--- src/rtl/cmp_sort_ctrl.sv ---
// Bubble-sort engine that time-shares one W-bit comparator: load DEPTH words, sort in place, stream out.
// Define CMP_SORT_DESCEND_EN to sort descending (largest word first); ascending otherwise.
module cmp_sort_ctrl #(
  parameter int DEPTH = 8,
  parameter int W     = 4
) (
  input  logic                     clk,
  input  logic                     rst_n,
  input  logic                     in_valid,
  input  logic [W-1:0]             in_data,
  output logic                     in_ready,
  output logic                     out_valid,
  output logic [W-1:0]             out_data,
  input  logic                     out_ready,
  output logic                     busy,
  output logic [$clog2(DEPTH)-1:0] pass_count
);

  localparam int IW = $clog2(DEPTH);
  localparam logic [IW-1:0] LAST_IDX = IW'(DEPTH - 1);
  localparam logic [IW-1:0] END_IDX  = IW'(DEPTH - 2);

  typedef enum logic [1:0] {S_LOAD, S_SORT, S_OUT} state_t;

  state_t        state_q, state_d;
  logic [W-1:0]  mem_q [DEPTH];
  logic [IW-1:0] wr_idx_q, wr_idx_d;
  logic [IW-1:0] idx_q, idx_d;
  logic [IW-1:0] rd_idx_q, rd_idx_d;
  logic [IW-1:0] pass_q, pass_d;
  logic          swap_q, swap_d;
  logic [IW-1:0] idx_nx;
  logic [W-1:0]  cmp_a, cmp_b;
  logic          swap_cond;
  logic          wr_en, swap_en;

  assign idx_nx = idx_q + IW'(1);
  assign cmp_a  = mem_q[idx_q];
  assign cmp_b  = mem_q[idx_nx];

  // Strict inequality keeps equal words in place, so the sort is stable.
`ifdef CMP_SORT_DESCEND_EN
  assign swap_cond = (cmp_a < cmp_b);
`else
  assign swap_cond = (cmp_a > cmp_b);
`endif

  always_comb begin
    state_d  = state_q;
    wr_idx_d = wr_idx_q;
    idx_d    = idx_q;
    rd_idx_d = rd_idx_q;
    pass_d   = pass_q;
    swap_d   = swap_q;
    wr_en    = 1'b0;
    swap_en  = 1'b0;
    case (state_q)
      S_LOAD: begin
        if (in_valid) begin
          wr_en = 1'b1;
          if (wr_idx_q == LAST_IDX) begin
            state_d  = S_SORT;
            wr_idx_d = '0;
            idx_d    = '0;
            pass_d   = '0;
            swap_d   = 1'b0;
          end else begin
            wr_idx_d = wr_idx_q + IW'(1);
          end
        end
      end
      S_SORT: begin
        swap_en = swap_cond;
        if (swap_cond) swap_d = 1'b1;
        if (idx_q == END_IDX) begin
          pass_d = pass_q + IW'(1);
          // Exit on a clean pass (this compare included) or after the last possible pass.
          if (!(swap_q || swap_cond) || (pass_q == END_IDX)) begin
            state_d  = S_OUT;
            rd_idx_d = '0;
          end else begin
            idx_d  = '0;
            swap_d = 1'b0;
          end
        end else begin
          idx_d = idx_nx;
        end
      end
      S_OUT: begin
        if (out_ready) begin
          if (rd_idx_q == LAST_IDX) begin
            state_d  = S_LOAD;
            rd_idx_d = '0;
          end else begin
            rd_idx_d = rd_idx_q + IW'(1);
          end
        end
      end
      default: state_d = S_LOAD;
    endcase
  end

  always_ff @(posedge clk or negedge rst_n) begin
    if (!rst_n) begin
      state_q  <= S_LOAD;
      wr_idx_q <= '0;
      idx_q    <= '0;
      rd_idx_q <= '0;
      pass_q   <= '0;
      swap_q   <= 1'b0;
      for (int i = 0; i < DEPTH; i++) mem_q[i] <= '0;
    end else begin
      state_q  <= state_d;
      wr_idx_q <= wr_idx_d;
      idx_q    <= idx_d;
      rd_idx_q <= rd_idx_d;
      pass_q   <= pass_d;
      swap_q   <= swap_d;
      if (wr_en) begin
        mem_q[wr_idx_q] <= in_data;
      end else if (swap_en) begin
        mem_q[idx_q]  <= cmp_b;
        mem_q[idx_nx] <= cmp_a;
      end
    end
  end

  assign in_ready   = (state_q == S_LOAD);
  assign busy       = (state_q == S_SORT);
  assign out_valid  = (state_q == S_OUT);
  assign out_data   = out_valid ? mem_q[rd_idx_q] : '0;
  assign pass_count = pass_q;

endmodule

--- config.mk ---
export PLATFORM = sky130hd
export DESIGN_NAME = cmp_sort_ctrl
export DESIGN_NICKNAME = d
export VERILOG_FILES = /design/src/rtl/cmp_sort_ctrl.sv
export SDC_FILE = /design/constraint.sdc
export NUM_CORES = 1
export LEC_CHECK = 0
export BUFFER_PORTS_ARGS = -buffer_cell sky130_fd_sc_hd__clkbuf_2
export CAP_MARGIN = 40
export CORE_ASPECT_RATIO = 0.8
export CORE_MARGIN = 5
export CORE_UTILIZATION = 55
export DETAILED_ROUTE_END_ITERATION = 8
export PLACE_DENSITY = 0.73
export SYNTH_ARGS = -nofsm -noshare
export SYNTH_HDL_FRONTEND = slang
export SYNTH_SLANG_ARGS = --single-unit
--- constraint.sdc ---
create_clock -name clk -period 4.75 [get_ports clk]
set_clock_uncertainty 0.1 [all_clocks]
set_input_delay 0.475 -clock clk [delete_from_list [all_inputs] [get_ports clk]]
set_output_delay 0.475 -clock clk [all_outputs]
set_load 0.03 [all_outputs]
## After elaboration in Yosys (flattened, before gate mapping)

Index checks and enable logic that the tools add are counted.

| operators by class | value |
|---|---|
| bitwise logic cells | 4 |
| equality and inequality tests | 13 |
| $add $sub $neg | 4 |
| reduce and logical (&&, ||, !) cells | 16 |
| muxes and demuxes | 50 |
| $lt $le $gt $ge | 8 |

Operator list:

| kind | count |
|---|---|
| $bwmux W32 | 3 |
| $mux W32 | 2 |
| $mux W4 | 10 |
| $bmux W4 S3 | 3 |
| $demux W4 S3 | 3 |
| $mux W3 | 10 |
| $pmux W3 S2 | 3 |
| $ge A4 B4 Y1 const B | 4 |
| $not A3 Y4 | 4 |
| $add A3 B1 Y3 const B | 4 |
| $eq A3 B3 Y1 const B | 4 |
| $lt A4 B1 Y1 const B | 3 |
| $mux W2 | 6 |
| $reduce_and A4 Y1 | 3 |
| $ne A2 B1 Y1 const B | 5 |
| $mux W1 | 8 |
| $pmux W2 S3 | 1 |
| $reduce_and A6 Y1 | 1 |
| $reduce_bool A2 Y1 | 3 |
| $gt A4 B4 Y1 | 1 |
| $logic_and A1 B1 Y1 | 3 |
| $ne A3 B3 Y1 const B | 1 |
| $reduce_and A3 Y1 | 1 |
| $eq A2 B1 Y1 const B | 1 |
| other kinds (7) | 8 |

| storage, ports and cells | value |
|---|---|
| bits in registers | 47 |
| logic and storage cells | 109 |

## Depth between registers and ports, before layout

Gate-level depths: netlist (run 1).

| logic depth | value |
|---|---|
| depth after elaboration | 12 |
| mapped depth | 15 |
| depth with buffers taken out | 12 |

## Worst setup path after synthesis (run 1)

OpenSTA, ideal clock, no wires.

| timing path | value |
|---|---|
| path type | flip-flop to flip-flop |
| start | register idx_q[0] |
| end | register mem_q[17] (netlist bit) |
| cell stages (with the launch flop) | 14 |
| library setup time | 0.141 ns |
| buffers on the path | 3 |
| path slack | 1.263 ns |
| arrival | 3.245 ns |
| clock period less this slack | 3.487 ns |
| cell sequence | dfrtp_1 -> buf_4 -> buf_4 -> inv_2 -> ha_1 -> buf_2 -> mux4_2 -> mux2i_1 -> ha_1 -> nor2b_1 -> o211ai_1 -> a21oi_2 -> o21ai_1 -> o31ai_1 |

| between the ends | value |
|---|---|
| longest elaborated chain between the ends | 9 |

Ends and longest elaborated chain:

| element | RTL line | RTL |
|---|---|---|
| start, declared | 28 | `logic [IW-1:0] idx_q, idx_d;` |
| start signal, assigned | 115 | `idx_q <= idx_d;` |
| parallel branches: the longest is 9 deep, another holds $gt A4 B4 Y1 | n/a |  |
| end signal, assigned by index | 120 | `mem_q[wr_idx_q] <= in_data;` |
| end signal, assigned by index | 122 | `mem_q[idx_q] <= cmp_b;` |
| end signal, assigned by index | 123 | `mem_q[idx_nx] <= cmp_a;` |
| end, declared | 26 | `logic [W-1:0] mem_q [DEPTH];` |

Parallel ways; which one is timed is not known. The select of a mux whose other input is x is not followed.
A chain may end at the register's enable or synchronous reset.

## Final worst setup path (run 1)

| timing path | value |
|---|---|
| start | register idx_q[2] |
| end | register mem_q[4] (netlist bit) |

The elaborated chain is that of the path after synthesis.

==> results.cfg, run 1 <==
[sta]
drv_slew = 0
min_period_ns = 4.08
rsz0062_at_grt = false
finalWorstSetupSlack_ns = 0.669
finalCritPeriodShare = 0.859
max_freq_mhz = 245
tightest_slew_ns = 0.848
finalSetupTns_ns = 0
relSlewSlack = 0.435
hold_viol = 0
final-setup-viol-count = 0

[place]
gp_congestion = 0.934
dp_hpwl_um = 7990
place.port_buffers = 17
pre_cts_ws_ns = 0.817
placed_cells = 486

[cts]
clk_pin_slew_worst_paths_ns = 0.10
cts_sinks = 47
numCtsBuffers = 5
cts_setup_buffers = 0
clockBufferDepth = 2
cts_resized = 0
clkLatencyLatePin_ns = 0.32
clock-root-buffer = clkbuf_8
cts_tree = yes
htreeDepth = 2
holdBufCountCts = 0

[floorplan]
dieArea_sq_mm = 0.00851
io-pin-count = 18
initial_utilization = 0.574
core_area_sq_mm = 0.00647
die_w_um = 102
die_h_um = 83.5
fp-row-count = 26

[synth]
netlist_top_cells_count = 61 x nand2_1, 47 x dfrtp_1, 40 x a21oi_1, 31 x o31ai_1, 24 x o21ai_0
synthArstFlopShare = 1.00
syn_area_per_cell_sq_um = 9.24
syn-num-nets = 422
syn_area_sq_mm = 0.00372
ys_ff_latch = 47
yosysTopAreaCell = dfrtp_1
synth.most_common_cell = nand2_1
syn_inst = 402
ys_seq_area_frac = 0.316
ys_types = 49
synth_edf_count = 0
synth_top_area_share = 0.316
synth_flop_cell = dfrtp_1
ys_warn_count = 0
ys_top_cells_by_area = dfrtp_1 32%, mux4_2 9.7%, o31ai_1 6.3%, nand2_1 6.2%, a21oi_1 5.4%

[finish]
layout.cells.non_filler = 494
utilization = 0.602
area_delta_synth_final_pct = 4.88
fillCellCount = 557
antenna_cells = 0
drive_above_1_share = 0.173
multi_input_area_sq_mm = 0.00237
finalNetCount = 429
ff_latch_area_sq_mm = 0.00118

[drt]
dr_total_vias = 3486
drc_errors = 0
routed_wl_um = 11100
drt-wirelength-per-cell_um = 22.4
drt_iter0_drc = 486
dr.pass1.iters = 7
viasPerCell = 7.06
ant_nets = 0

[outcome]
status = finished, final reports clean

[global_route]
antenna_found_initial = 0
overflow = 0
grt_max_degree = 48
grt_pass1_wl_um = 18000
grt_use_total = 0.272
grt_pass1_vias = 3154

[worst_setup_path]
r2r_end = mem_q[4]
rr_worst_depth = 10
critPathMostFrequentCell = a21oi_1
path_max_fanout = 19
crit_arrival_ns = 4.19
worst_path_max_delay_cell = dfrtp_1
regToRegSetupSlack_ns = 0.67
cp-end-kind = register
cp-start-kind = register
r2r_start = idx_q[2]
slowest_delay_ns = 0.91
cp.required_ns = 4.86
cp_cell_sequence = mux2_2 -> a221oi_1 -> a21oi_1 -> a221o_1 -> ha_1 -> a21oi_1 -> a21oi_2 -> o21ai_1 -> nand2_1 -> o31ai_1
worstSetupPathType = register to register

[job]
maxCapViolations = 0

[hold_path]
hold_class = input pin to asynchronous set/reset pin
registers in the layout, indices dropped and copies added (netlist names):
name,cells
idx_q,3
mem_q,32
rd_idx_q,3
wr_idx_q,3
state_q,2
pass_count,3
swap_q,1
cells by family after synthesis:
kind of cell / Yosys count / share of synthesized area
multiplexers: 31 / 0.147
buffers and inverters: 29 / 0.0482
AND/OR/NAND/NOR: 134 / 0.172
XOR/XNOR: 2 / 0.00977
AO/OA/AOI/OAI: 147 / 0.265
adder cells (fa/ha/maj): 12 / 0.0404
flip-flops: 47 / 0.316
final cells by class:
cell class | instances | area share
tap | 84 | 0.0270
clock buffer | 6 | 0.0186
clock inverter | 2 | 0.00321
multi-input combinational | 326 | 0.607
inverter | 3 | 0.00289
sequential | 47 | 0.302
timing repair buffer | 26 | 0.0392
through the flow:
stage	hold WS (ns)	instance area [sq um]
2_1_floorplan	0.0794	3720
3_3_place_gp	0.405	3810
5_1_grt	0.211	3900
4_1_cts	0.177	3900
3_5_place_dp	0.425	3810
6_report	0.160	3900
per-layer routing:
layer	up-vias	global-route usage	part of all wire
li1	1550	-	-
met1	1679	0.425	0.45
met2	230	0.384	0.43
met3	27	0.0443	0.10
met4	0	0.0787	0.020
met5	-	0	0
cells in the final DEF (no fill, tap or decap), drive strengths merged, types with 3 or more instances in the layout:
cell    count
mux4       18
nor2       23
clkbuf     23
a22oi       3
or3b        3
nor3        6
a221oi     18
inv         3
nand2      61
and2        5
o31a        8
mux2        4
o31ai      32
dfrtp      47
buf         9
mux2i       9
a21oi      41
nor2b       8
o21ai      33
nand3b      3
ha         12
nand3       9
nand2b      7
worst max-delay path, delay by kind of cell, from the launching register on:
kind,cells,cell delay (ns)
adders and majority gates,1,0.41
DFF,1,0.91
AOI/OAI and AO/OA,7,1.99
and+or+nand+nor,1,0.15
muxes,1,0.41
worst max path at each step:
stage | start | to
floorplan | idx_q[0] | mem_q[17]
global placement | idx_q[2] | mem_q[14]
detailed placement | idx_q[0] | mem_q[7]
CTS | idx_q[2] | mem_q[7]
global route | idx_q[2] | mem_q[7]
finish | idx_q[2] | mem_q[4]
Power of run 1 is not shown: default switching activity piles up to over one toggle a cycle in this logic, so the estimate is an artifact.
==> inputs of run 2 (changes only) <==
Settings changed: PLACE_DENSITY 0.73 to 0.69.
==> run 2 against run 1 <==
Global-route usage increased by 0.50 points. Cell area up 0.51%. Register-to-register slack lost 0.26 ns. Via count is 0.11% lower. Sequential share of layout area down 0.15 points. First-iteration DRC count down 17%. Critical path depth grew 1. Worst hold slack got worse by 0.0046 ns. Worst setup slack got worse by 0.26 ns. Maximum frequency is 5.9% lower. Count of clock-buffer cells in the layout up 2. Critical path type unchanged. Utilization grew 0.31 points.
==> results.cfg, run 2 (synthesized netlist as in run 1, its figures left out) <==
[sta]
max_freq_mhz = 230
min_period_ns = 4.34
drv_slew = 0
rsz0062_at_grt = false
final-setup-viol-count = 0
finalSetupTns_ns = 0
finalCritPeriodShare = 0.913
hold_viol = 0
relSlewSlack = 0.407
tightest_slew_ns = 0.889

[finish]
final_cell_mix = 61 x nand2_1, 47 x dfrtp_1, 40 x a21oi_1
layout_commonest_cell = nand2_1
top_register = mem_q
area_delta_synth_final_pct = 5.42
antenna_cells = 0
largest_register_ffs = 32
utilization = 0.605
finalNetCount = 430
drive_above_1_share = 0.175
layout.cells.non_filler = 495

[drt]
drt_iter0_drc = 404
dr_total_vias = 3482
drc_errors = 0
ant_nets = 0
viasPerCell = 7.03
drt-wirelength-per-cell_um = 23.2
dr.pass1.iters = 5
routed_wl_um = 11500

[cts]
clkLatencyLatePin_ns = 0.31
numCtsBuffers = 5
clockBufferDepth = 2
cts_sinks = 47
holdBufCountCts = 0
clk_pin_slew_worst_paths_ns = 0.09
cts_resized = 0
cts_setup_buffers = 0
htreeDepth = 2
clock-root-buffer = clkbuf_8
cts_tree = yes

[global_route]
overflow = 0
grt_pass1_vias = 3190
grt_pass1_wl_um = 18100
grt_use_total = 0.277
grt_max_degree = 48
antenna_found_initial = 0

[floorplan]
core_area_sq_mm = 0.00647
die_h_um = 83.5
initial_utilization = 0.574
die_w_um = 102
dieArea_sq_mm = 0.00851
fp-row-count = 26
io-pin-count = 18

[worst_setup_path]
worstSetupPathType = register to register
cp-start-kind = register
r2r_start = idx_q[0]
cp.required_ns = 4.80
cp-end-kind = register
crit_arrival_ns = 4.39
r2r_end = mem_q[21]
path_max_fanout = 25
regToRegSetupSlack_ns = 0.41
rr_worst_depth = 11

[outcome]
status = finished, final reports clean

[place]
placed_cells = 487
dp_hpwl_um = 8190
gp_congestion = 1.01
place.port_buffers = 17

[hold_path]
hold_class = input pin to asynchronous set/reset pin

[job]
maxCapViolations = 0
## run 2: changes by cell type in the layout (fill, tap and decap cells not counted), sizes merged
cell / delta
clkinv: -1
clkinvlp: -1
buf: +1
clkbuf: +2
## run 2: cell type report
class	instances	area [sq um]
Fill cell	573	2560
Sequential cell	47	1180
Timing Repair Buffer	27	158
Multi-Input combinational cell	326	2370
Tap cell	84	105
Inverter	3	11.3
Clock buffer	8	100
## run 2: per-layer routing
layer	wire length, um	up-vias	global-route usage
met5	0	-	0
met4	296	0	0.0620
met3	1420	31	0.0852
met2	4790	227	0.382
met1	4960	1659	0.423
li1	-	1565	-
## run 2: worst max path at each step
stage | startpoint | end | cells after the start
after floorplan | idx_q[0] | mem_q[17] | 13
after global placement | idx_q[0] | mem_q[19] | 11
after detailed placement | idx_q[0] | mem_q[21] | 11
after CTS | idx_q[0] | mem_q[21] | 12
after global routing | idx_q[0] | mem_q[21] | 12
final | idx_q[0] | mem_q[21] | 11
## run 2: through the flow
| stage | hold WS, ns | instance area, sq um | setup slack [ns] |
|---|---|---|---|
| after floorplan | 0.0794 | 3720 | 1.26 |
| after CTS | 0.186 | 3920 | 0.544 |
| after detailed placement | 0.420 | 3820 | 0.558 |
| after global placement | 0.411 | 3810 | 0.619 |
| final | 0.155 | 3920 | 0.412 |
| after global routing | 0.217 | 3920 | 0.250 |
## run 2: worst max-delay path, cell delays in order (launching register included)
cell      delay (ns)
dfrtp_1         0.37
buf_4           0.32
inv_2           0.20
ha_1            0.76
mux4_2          0.44
mux2i_1         0.24
ha_1            0.29
nor2b_1         0.14
o211ai_1        0.22
a21oi_2         0.19
o21ai_1         0.70
o31ai_1         0.19
Power of run 2 is left out for the same reason.
==> inputs of run 3 (changes only) <==
Settings changed: CORE_MARGIN 5 to default.
==> run 3 against run 2 <==
Sequential cell count unchanged. Critical endpoint is now mem_q[15]. Non-clock buffer count down 3. Critical path depth is the same. First-iteration DRC count fell by 37%. Critical path type unchanged. Highest routed layer unchanged. Routed wire length down 5.2%. Cell area is 0.61% lower.
==> results.cfg, run 3 (synthesized netlist as in run 1, its figures left out) <==
[outcome]
status = finished, final reports clean

[drt]
dr.pass1.iters = 5
viasPerCell = 6.89
drt_iter0_drc = 256
routed_wl_um = 10900
drt-wirelength-per-cell_um = 22.1
dr_total_vias = 3392
drc_errors = 0
ant_nets = 0

[sta]
hold_viol = 0
min_period_ns = 4.19
relSlewSlack = 0.429
rsz0062_at_grt = false
finalCritPeriodShare = 0.882
tightest_slew_ns = 0.850
finalSetupTns_ns = 0
final-setup-viol-count = 0
finalWorstSetupSlack_ns = 0.562
max_freq_mhz = 239
drv_slew = 0

[finish]
layout_commonest_cell = nand2_1
final_area_sq_mm = 0.00389
area_delta_synth_final_pct = 4.78
largest_register_ffs = 32
antenna_cells = 0
layout.cells.non_filler = 492
final_cell_mix = 61 x nand2_1, 47 x dfrtp_1, 40 x a21oi_1
drive_above_1_share = 0.172
finalNetCount = 427
top_register = mem_q

[pwr]
peakVddDrop_uv = 459
p_per_area_mw_per_mm2 = 848
finalPower_mw = 3.30
p_leak_nw = 1.58

[worst_setup_path]
rr_worst_depth = 11
path_max_fanout = 15
worstSetupPathType = register to register
cp.required_ns = 4.84
cp-end-kind = register
cp-start-kind = register
crit_arrival_ns = 4.28

[cts]
cts_setup_buffers = 0
cts_resized = 0
holdBufCountCts = 0
cts_sinks = 47
clockBufferDepth = 2
clkLatencyLatePin_ns = 0.31
numCtsBuffers = 5
clk_pin_slew_worst_paths_ns = 0.10
clock-root-buffer = clkbuf_8
cts_tree = yes
htreeDepth = 2

[global_route]
grt_max_degree = 48
grt_pass1_wl_um = 16800
grt_pass1_vias = 3095
antenna_found_initial = 0
overflow = 0
grt_use_total = 0.328

[hold_path]
hold_class = input pin to asynchronous set/reset pin

[floorplan]
dieArea_sq_mm = 0.00709
core_area_sq_mm = 0.00644
fp-row-count = 26
die_h_um = 75.5
die_w_um = 93.9
initial_utilization = 0.577
io-pin-count = 18

[place]
placed_cells = 484
place_area_sq_mm = 0.00380
dp_hpwl_um = 7610
gp_congestion = 0.992
place.port_buffers = 17
pre_cts_ws_ns = 0.733

[job]
maxCapViolations = 0
## run 3: cell types whose count changed in the layout (fill, tap and decap cells not counted), sizes merged
cell,previous run,this run
buf,10,7
clkbuf,25,22
clkinv,0,1
clkinvlp,0,2
## run 3: final timing paths
check                       endpoint  slack, ns  startpoint
setup / recovery           mem_q[15]       0.56    idx_q[2]
hold / removal             mem_q[25]       0.14       rst_n
setup reg to reg           mem_q[15]       0.56    idx_q[2]
hold reg to reg             mem_q[4]       0.43    mem_q[4]
max in group asynchronous   mem_q[9]       3.96       rst_n
min in group clk            mem_q[4]       0.43    mem_q[4]
## run 3: area by class of cell
class,instances,area (sq um)
flip-flops and latches,47,1180
clock buffers,5,68.8
multi-input cells,326,2370
fillers,585,2550
well taps,84,105
clock inverters,3,20.0
repair buffers,24,145
inverters,3,11.3
## run 3: power breakdown
group          internal, mW  switching, mW  total [mW]
Combinational         0.862           1.33        2.20
Sequential            0.573          0.281       0.854
Clock                 0.103          0.149       0.252
## run 3: critical path, cell delays in order (launching register included)
cell and delay (ns):
dfrtp_1 0.75, buf_4 0.31, mux2_2 0.35, a221oi_1 0.29, a21oi_1 0.06, a221o_1 0.41
ha_1 0.38, nand4_1 0.12, nand2_1 0.07, a21oi_2 0.40, o21ai_1 0.39, o31ai_1 0.42
## run 3: per-stage QoR
step | hold slack (ns) | util
global route | 0.214 | 0.605
detailed placement | 0.403 | 0.591
CTS | 0.181 | 0.605
finish | 0.140 | 0.605
floorplan | 0.0794 | -
global placement | 0.411 | 0.588
## run 3: metal layers
layer / GRT usage / vias up / part of all wire
met5: 0 / - / 0
met4: 0.125 / 0 / 0.020
met3: 0.0918 / 25 / 0.12
met2: 0.470 / 210 / 0.43
met1: 0.472 / 1604 / 0.43
li1: - / 1553 / -
(Power assumes the default switching activity.)
